### src/rtl/shifter_8_if.sv
// Data bundle for the 8-bit shifter: load strobe, direction, parallel data in, register contents out.
interface shifter_8_if;
    logic [7:0] din;
    logic       load;
    logic       LR;
    logic [7:0] dout;

    modport master (
        output din,
        output load,
        output LR,
        input  dout
    );

    modport slave (
        input  din,
        input  load,
        input  LR,
        output dout
    );
endinterface

### src/rtl/shifter_8.sv
// 8-bit registered bidirectional shifter; define SHIFTER8_ROTATE_EN for circular rotate,
// otherwise bits shifted out are lost and zeros fill in from either end.
module shifter_8 (
    input  logic        clk,
    input  logic        reset,
    shifter_8_if.slave  bus
);

    logic [7:0] q;
    logic       fillL;
    logic       fillR;

`ifdef SHIFTER8_ROTATE_EN
    assign fillL = q[7];
    assign fillR = q[0];
`else
    assign fillL = 1'b0;
    assign fillR = 1'b0;
`endif

    // Priority is reset, then load, then a one-position step in the direction LR selects.
    always_ff @(posedge clk) begin
        if (reset) begin
            q <= 8'h00;
        end else if (bus.load) begin
            q <= bus.din;
        end else if (bus.LR) begin
            q <= {q[6:0], fillL};
        end else begin
            q <= {fillR, q[7:1]};
        end
    end

    assign bus.dout = q;

endmodule

### src/flat_wrapper.sv
// flat-port wrapper written by rule: the top's interface ports become plain ports
module shifter_8_flat 
  (clk, reset, bus_din, bus_load, bus_LR, bus_dout);
  shifter_8_if bus_i ();
  input  logic clk;
  input  logic reset;
  input wire logic [$bits(bus_i.din)-1:0] bus_din;
  input wire logic [$bits(bus_i.load)-1:0] bus_load;
  input wire logic [$bits(bus_i.LR)-1:0] bus_LR;
  output wire logic [$bits(bus_i.dout)-1:0] bus_dout;
  assign bus_i.din = bus_din;
  assign bus_i.load = bus_load;
  assign bus_i.LR = bus_LR;
  assign bus_dout = bus_i.dout;
  shifter_8 u_core (.clk(clk), .reset(reset), .bus(bus_i));
endmodule
### config.mk
export PLATFORM = sky130hd
export DESIGN_NAME = shifter_8_flat
export DESIGN_NICKNAME = d
export VERILOG_FILES = /design/src/rtl/shifter_8_if.sv /design/src/rtl/shifter_8.sv /design/src/flat_wrapper.sv
export SDC_FILE = /design/constraint.sdc
export NUM_CORES = 1
export LEC_CHECK = 0
export ABC_AREA = 1
export BUFFER_PORTS_ARGS = -buffer_cell sky130_fd_sc_hd__buf_2
export CAP_MARGIN = 10
export CORE_AREA = 5 5 42 44
export CTS_BUF_LIST = sky130_fd_sc_hd__clkbuf_8
export CTS_CLUSTER_DIAMETER = 100
export CTS_CLUSTER_SIZE = 40
export DETAILED_ROUTE_END_ITERATION = 16
export DIE_AREA = 0 0 47 49
export SYNTH_ARGS = -nofsm -noshare
export SYNTH_HDL_FRONTEND = slang
export SYNTH_SLANG_ARGS = --single-unit
### constraint.sdc
create_clock -name clk -period 0.8 [get_ports clk]
set_input_delay 0.12 -clock clk [delete_from_list [all_inputs] [get_ports clk]]
set_output_delay 0.12 -clock clk [all_outputs]
set_load 0.005 [all_outputs]
; ---- Yosys cells after proc, flatten, opt, wreduce, memory -nomap -nowiden
; Index checks and enable logic that the tools add are counted.
[word_totals]
word_cells = 3
regBits = 8
in_bits = 12
out_inout_bits = 8
[op_classes]
mux = 2
[op_table]
columns = op, count
row1 = 8-bit 2-to-1 mux, 2

; ---- Depth between registers and ports, before layout
; Gate-level depths: netlist (run 1).
[logic_depth]
depth_word = 2
mapped_depth = 5
ltp_nobuf = 4

; ---- Least setup slack after synthesis (run 1)
; No wires, ideal clock.
[synth_timing]
kind = reg2reg
start = register u_core.q[1], in the netlist u_core.bus.dout[1]
end = register u_core.q[2], in the netlist u_core.bus.dout[2]
arrival_time_ns = 0.517
stages_incl_launch_ff = 5
required_ns = 0.683
path_slack_ns = 0.166
path_buffers = 0
period_less_slack_ns = 0.634
setup_ns = 0.117
path_cell_list = dfxtp_1 nand2_1 nand2_1 nor2_1 nor2_1
[synth_via]
elab_chain_cells = 2
[synth_lines]
columns = item, line
row1 = "start, declared", shifter_8.sv:9  ; logic [7:0] q;
row2 = "start signal, assigned", shifter_8.sv:26  ; q <= bus.din;
row3 = "start signal, assigned", shifter_8.sv:28  ; q <= {q[6:0], fillL};
row4 = "start signal, assigned", shifter_8.sv:30  ; q <= {fillR, q[7:1]};
row5 = 8-bit 2-to-1 mux, shifter_8.sv:27  ; end else if (bus.LR) begin
row6 = 8-bit 2-to-1 mux, shifter_8.sv:25  ; end else if (bus.load) begin
; Every way passes these cells.
; A chain may end at the register's enable or synchronous reset.

; ---- Worst setup path in the final report (run 1)
[layout_timing]
start = register u_core.q[6], in the netlist u_core.bus.dout[6]
end = output port bus_dout[6]
[layout_lines]
columns = item, line
row1 = "end, declared", flat_wrapper.sv:10  ; output wire logic [$bits(bus_i.dout)-1:0] bus_dout;
; No word-level cell between the ends.

==> impl_metrics.csv, run 1 <==
group,metric,value,unit
timing,max_slew_margin,78.5,%
clock_tree,cts-buffers-inserted,3,
setup_path,crit_buf_inv,1,
setup_path,crit_path_max_fanout,3,
die,ioPinCount,20,
logic_synthesis,ys_seq_area_share,41.4,%
timing,hold_viol_final,0,
place,numPortBuffers,19,
clock_tree,postCtsHoldBufs,0,
route,drt_iter0_drc,9,
global_routing,grt_max_degree,15,
die,die_width,47,um
route,drcViolationCount,0,
clock_tree,path_clk_slew,0.04,ns
place,placed_cells,94,
die,core_area,1400,sq um
finish,seq_area,170,sq um
global_routing,grt_usage,9.30,%
setup_path,max_stage_delay,0.33,ns
finish,drive_above_1_share,39.0,%
setup_path,slowest_stage,"dfxtp_2",
route,wl_per_cell,9.66,um
timing,period_share,98.3,%
finish,multi_input_area,174,sq um
pwr,swShare,23.4,%
clock_tree,clk_path_buf_depth,2,
global_routing,grt_pass1_wl,1560,um
pwr,p_switching,258,uW
die,rows,14,
timing,setup_viol,0,
route,avgViaCountPerCell,4.20,
clock_tree,htreeDepth,1,
logic_synthesis,ys_types,7,
timing,fin_ws,0.0134,ns
pwr,power_frac_clock,43.7,%
pwr,p_per_area,1970,nW/um^2
worst_hold_path,hp-class,"in2reg",
logic_synthesis,syn_area,387,sq um
job,maxCapViolCount,0,
finish,syn_to_final_growth,45.0,%
pwr,pwr-share-seq,41.3,%
pwr,p_comb_share,15.0,%
pwr,leakagePower,0.295,nW
place,place_congestion,0.697,
logic_synthesis,ys_ff_latch,8,
timing,fin_skew,0.000275,ns
setup_path,critPathKind,"reg2out",
logic_synthesis,yosys_warnings,0,
finish,antenna_cells,0,
logic_synthesis,synthesis.nets,73,
finish,layout.nets,96,
timing,slew_viol_final,0,
timing,holdWs,0.144,ns
run_status,status,"finished, final reports clean",
pwr,internal-power,845,uW
logic_synthesis,postSynthAreaPerCell,6.34,sq um
timing,rsz0062_at_grt,"true",
die,initial_utilization,27.6,%
route,routed_wl,947,um
pwr,peakVddDrop,0.00103,V
place,place_ws,-0.0322,ns
timing,worst_pin_slew,0.322,ns
route,drt_pre_antenna_iters,3,
finish,layout.cells.non_filler,98,
finish,fin_util,40.0,%
global_routing,grt_overflow,0,
clock_tree,cts.sinks,8,
logic_synthesis,synth_cells,61,
setup_path,crit_path_end_kind,"output port",
clock_tree,root_buffer,"clkbuf_8",
route,ant_nets,0,
setup_path,cp_cell_sequence,"buf_2",
route,vias,412,
clock_tree,cts_tree,"done",
finish,fill_cells,161,
timing,max_freq,1270,MHz
clock_tree,clock_latency,0.22,ns
setup_path,cp.arrival,0.67,ns
setup_path,start_kind,"register",
global_routing,antenna_found_initial,0,
die,die-area,2300,sq um
setup_path,cp_top_family,"flip-flops",
place,hpwlAfterDp,675,um
die,die_y,49,um
finish,largest_register_ffs,8,
setup_path,required,0.68,ns
timing,layout_min_cycle_time,0.787,ns
global_routing,grt_pass1_vias,389,
-- final timing paths --
check	start	to	slack, ns	depth (start not counted)
hold reg to reg	u_core.bus.dout[6]	u_core.bus.dout[7]	0.51	2
setup reg to reg	u_core.bus.dout[1]	u_core.bus.dout[0]	0.07	3
setup / recovery	u_core.bus.dout[6]	bus_dout[6]	0.01	1
hold / removal	bus_load	u_core.bus.dout[0]	0.14	3
-- metrics by stage --
step	TNS (ns)	power, mW	instance area [sq um]
2_1_floorplan	0	0.541	387
3_3_place_gp	-0.171	0.601	479
3_5_place_dp	-0.155	0.602	479
4_1_cts	-0.00216	1.10	528
5_1_grt	-0.0435	1.18	561
6_report	0	1.10	561
-- Yosys cell counts --
cell / count / area, sq um
nand2_1: 12 / 45.0
nor2_1: 20 / 75.1
buf_6: 2 / 22.5
dfxtp_1: 8 / 160
inv_1: 9 / 33.8
o21ai_0: 8 / 40.0
a21oi_1: 2 / 10.0
-- cell usage in the layout, fill, tap and decap left out --
| cell | Yosys | routed |
|---|---|---|
| buf_6 | 2 | 3 |
| buf_4 | 0 | 1 |
| o21ai_0 | 8 | 8 |
| a21oi_2 | 0 | 1 |
| nor2_1 | 20 | 20 |
| nand2_1 | 12 | 12 |
| a21oi_1 | 2 | 1 |
| clkbuf_8 | 0 | 3 |
| inv_1 | 9 | 9 |
| buf_2 | 0 | 16 |
| dfxtp_2 | 0 | 8 |
-- metal layers --
| metal | global-route usage [%] | routed length (um) |
|---|---|---|
| met3 | 4.06 | 64 |
| met1 | 12.8 | 444 |
| met5 | 0 | 0 |
| met4 | 5.53 | 0 |
| met2 | 11.5 | 438 |
-- power groups by stage --
| stage | registers [mW] | clock network [mW] | logic (mW) |
|---|---|---|---|
| after floorplan | 0.456 | 0 | 0.0846 |
| after global placement | 0.455 | 0 | 0.146 |
| after detailed placement | 0.455 | 0 | 0.147 |
| after CTS | 0.453 | 0.495 | 0.148 |
| after global routing | 0.459 | 0.528 | 0.193 |
| final | 0.456 | 0.482 | 0.166 |
-- kinds of logic after synthesis --
| logic type | after synthesis | synth area share [%] |
|---|---|---|
| buffers and inverters | 11 | 14.6 |
| DFF | 8 | 41.4 |
| and+or+nand+nor | 32 | 31.1 |
| AOI/OAI and AO/OA | 10 | 12.9 |
-- cell type report --
type / count / share of cell area [%]
clock buffers: 3 / 7.37
inverters: 9 / 6.03
multi-input cells: 42 / 31.0
flip-flops and latches: 8 / 30.4
well taps: 16 / 3.57
repair buffers: 20 / 21.7
-- worst reg2reg max path, stage by stage (launching register included) --
cell	delay, ns
dfxtp_2	0.32
buf_4	0.13
a21oi_2	0.12
nor2_1	0.04
-- repair_timing --
| action | CTS | global route |
|---|---|---|
| gates resized for setup | 6 | 6 |
| setup buffers | 0 | 1 |
| endpoints found under the setup margin | 6 | 8 |
Power figures use the tool's default switching activity.
==> run 2, diff against run 1 <==
==> constraint.sdc (replaced) <==
create_clock -name clk -period 0.8 [get_ports clk]
set_input_delay 0.12 -clock clk [delete_from_list [all_inputs] [get_ports clk]]
set_output_delay 0.12 -clock clk [all_outputs]
set_load 0.01 [all_outputs]
==> run 2 against run 1 <==
Effect of this change: die area stayed put; routed wire length rose by 4.9%; cell area rose by 4.9%; final cell count stayed put; clock skew grew 0.00072 ns; sequential power rose by 0.9%; via count unchanged; register-to-register slack is essentially flat; global-route usage is 0.56 points higher; critical endpoint unchanged; first-iteration DRC count down 33%; largest cell class is now flip-flops and latches; worst hold slack worse by 0.0013 ns.
==> impl_metrics.csv, run 2 (synthesized netlist as in run 1, its figures left out) <==
group,metric,value,unit
worst_hold_path,hp-class,"in2reg",
die,core_area,1400,sq um
clock_tree,clk_path_buf_depth,2,
timing,max_slew_margin,78.3,%
finish,fill_cells,155,
global_routing,grt_overflow,0,
setup_path,start_kind,"register",
setup_path,required,0.68,ns
setup_path,r2r_end,"u_core.bus.dout[7]",
setup_path,cp_cell_sequence,"buf_6",
clock_tree,cts_tree,"done",
die,die_width,47,um
global_routing,grt_pass1_wl,1660,um
setup_path,max_stage_delay,0.35,ns
setup_path,critPathKind,"reg2out",
setup_path,worst-path-stages,1,
timing,rsz0062_at_grt,"true",
place,placed_cells,94,
setup_path,crit_start,"u_core.bus.dout[6]",
place,hpwlAfterDp,675,um
setup_path,crit-reg2reg-launch,"u_core.bus.dout[6]",
route,vias,412,
pwr,leakagePower,0.301,nW
clock_tree,clock_latency,0.22,ns
route,wl_per_cell,10.1,um
timing,layout_min_cycle_time,0.793,ns
timing,fin_setup_tns,0,ns
timing,max_freq,1260,MHz
place,numPortBuffers,19,
global_routing,antenna_found_initial,0,
global_routing,grt_max_degree,15,
timing,fin_skew,0.000993,ns
timing,setup_viol,0,
setup_path,cp_top_family,"flip-flops",
pwr,p_comb_share,17.1,%
timing,period_share,99.2,%
timing,hold_viol_final,0,
route,drt_pre_antenna_iters,4,
die,ioPinCount,20,
die,initial_utilization,27.6,%
finish,drive_above_1_share,37.8,%
global_routing,grt_usage,9.87,%
timing,worst_pin_slew,0.325,ns
finish,multi_input_area,170,sq um
setup_path,cp.arrival,0.67,ns
setup_path,slowest_stage,"dfxtp_2",
setup_path,crit_end,"bus_dout[6]",
route,avgViaCountPerCell,4.20,
global_routing,grt_pass1_vias,421,
finish,layout.cells.non_filler,98,
setup_path,crit_path_max_fanout,3,
clock_tree,path_clk_slew,0.04,ns
setup_path,reg2reg_slack,0.06,ns
route,drt_iter0_drc,6,
clock_tree,cts-buffers-inserted,3,
die,die-area,2300,sq um
finish,layout_common_cells,"nor2_1 (20), nand2_1 (12), buf_2 (11)",
place,place_congestion,0.697,
pwr,swShare,24.0,%
setup_path,crit_buf_inv,1,
die,die_y,49,um
finish,layout.nets,96,
finish,syn_to_final_growth,52.1,%
pwr,p_switching,273,uW
setup_path,crit_path_end_kind,"output port",
job,maxCapViolCount,0,
finish,antenna_cells,0,
die,rows,14,
pwr,power_frac_clock,42.4,%
finish,seq_area,170,sq um
finish,fin_util,42.0,%
finish,final_common_cell,"nor2_1",
route,ant_nets,0,
clock_tree,postCtsHoldBufs,0,
run_status,status,"finished, final reports clean",
route,routed_wl,993,um
timing,slew_viol_final,0,
pwr,peakVddDrop,0.00105,V
clock_tree,htreeDepth,1,
pwr,pwr-share-seq,40.5,%
setup_path,r2r_cells,3,
route,drcViolationCount,0,
clock_tree,root_buffer,"clkbuf_8",
clock_tree,cts.sinks,8,
pwr,p_per_area,1930,nW/um^2
pwr,internal-power,864,uW
finish,largest_register_ffs,8,
==> run 2: final cells by class <==
class | instances | area share [%]
flip-flops and latches | 8 | 28.9
multi-input cells | 42 | 28.9
repair buffers | 20 | 26.0
clock buffers | 3 | 7.02
inverters | 9 | 5.74
well taps | 16 | 3.40
==> run 2: metal layers <==
layer / GRT usage (%) / part of all wire [%] / vias up
li1: - / - / 224
met1: 12.8 / 45 / 175
met2: 13.1 / 48 / 13
met3: 4.43 / 6.7 / 0
met4: 5.53 / 0 / 0
met5: 0 / 0 / -
==> run 2: timing repair <==
action                                  in CTS  in global routing
hold endpoints to repair                     0                  0
resized for setup                           13                  3
endpoints found under the setup margin       7                  8
buffers inserted                             0                  1
==> run 2: worst min path at each step <==
stage / endpoint / depth (start not counted) / slack [ns] / start
final: u_core.bus.dout[0] / 3 / 0.14 / bus_load
after CTS: u_core.bus.dout[0] / 3 / 0.14 / bus_load
after floorplan: u_core.bus.dout[0] / 2 / 0.24 / bus_load
after global placement: u_core.bus.dout[0] / 3 / 0.36 / bus_load
after detailed placement: u_core.bus.dout[0] / 3 / 0.37 / bus_load
after global routing: u_core.bus.dout[0] / 3 / 0.20 / bus_load
==> run 2: through the flow <==
stage                     hold WS (ns)  total power [mW]  setup slack (ns)  instance area, sq um
final                            0.143              1.14           0.00651                   588
after global routing             0.200              1.21           -0.0336                   588
after CTS                        0.140              1.14          -0.00451                   567
after detailed placement         0.370             0.613           -0.0322                   479
after global placement           0.364             0.612           -0.0351                   479
after floorplan                  0.237             0.551             0.139                   387
==> run 2: power groups by stage <==
| stage | clock network (mW) | registers (mW) | logic (mW) |
|---|---|---|---|
| after global placement | 0 | 0.455 | 0.157 |
| after CTS | 0.495 | 0.459 | 0.183 |
| after detailed placement | 0 | 0.455 | 0.158 |
| after global routing | 0.528 | 0.463 | 0.223 |
| after floorplan | 0 | 0.467 | 0.0845 |
| final | 0.482 | 0.460 | 0.195 |
==> run 2: worst reg2reg max path, cell delays in order (launching register included) <==
cell and delay (ns):
dfxtp_2 0.33, buf_4 0.13, a21oi_1 0.12, nor2_1 0.06
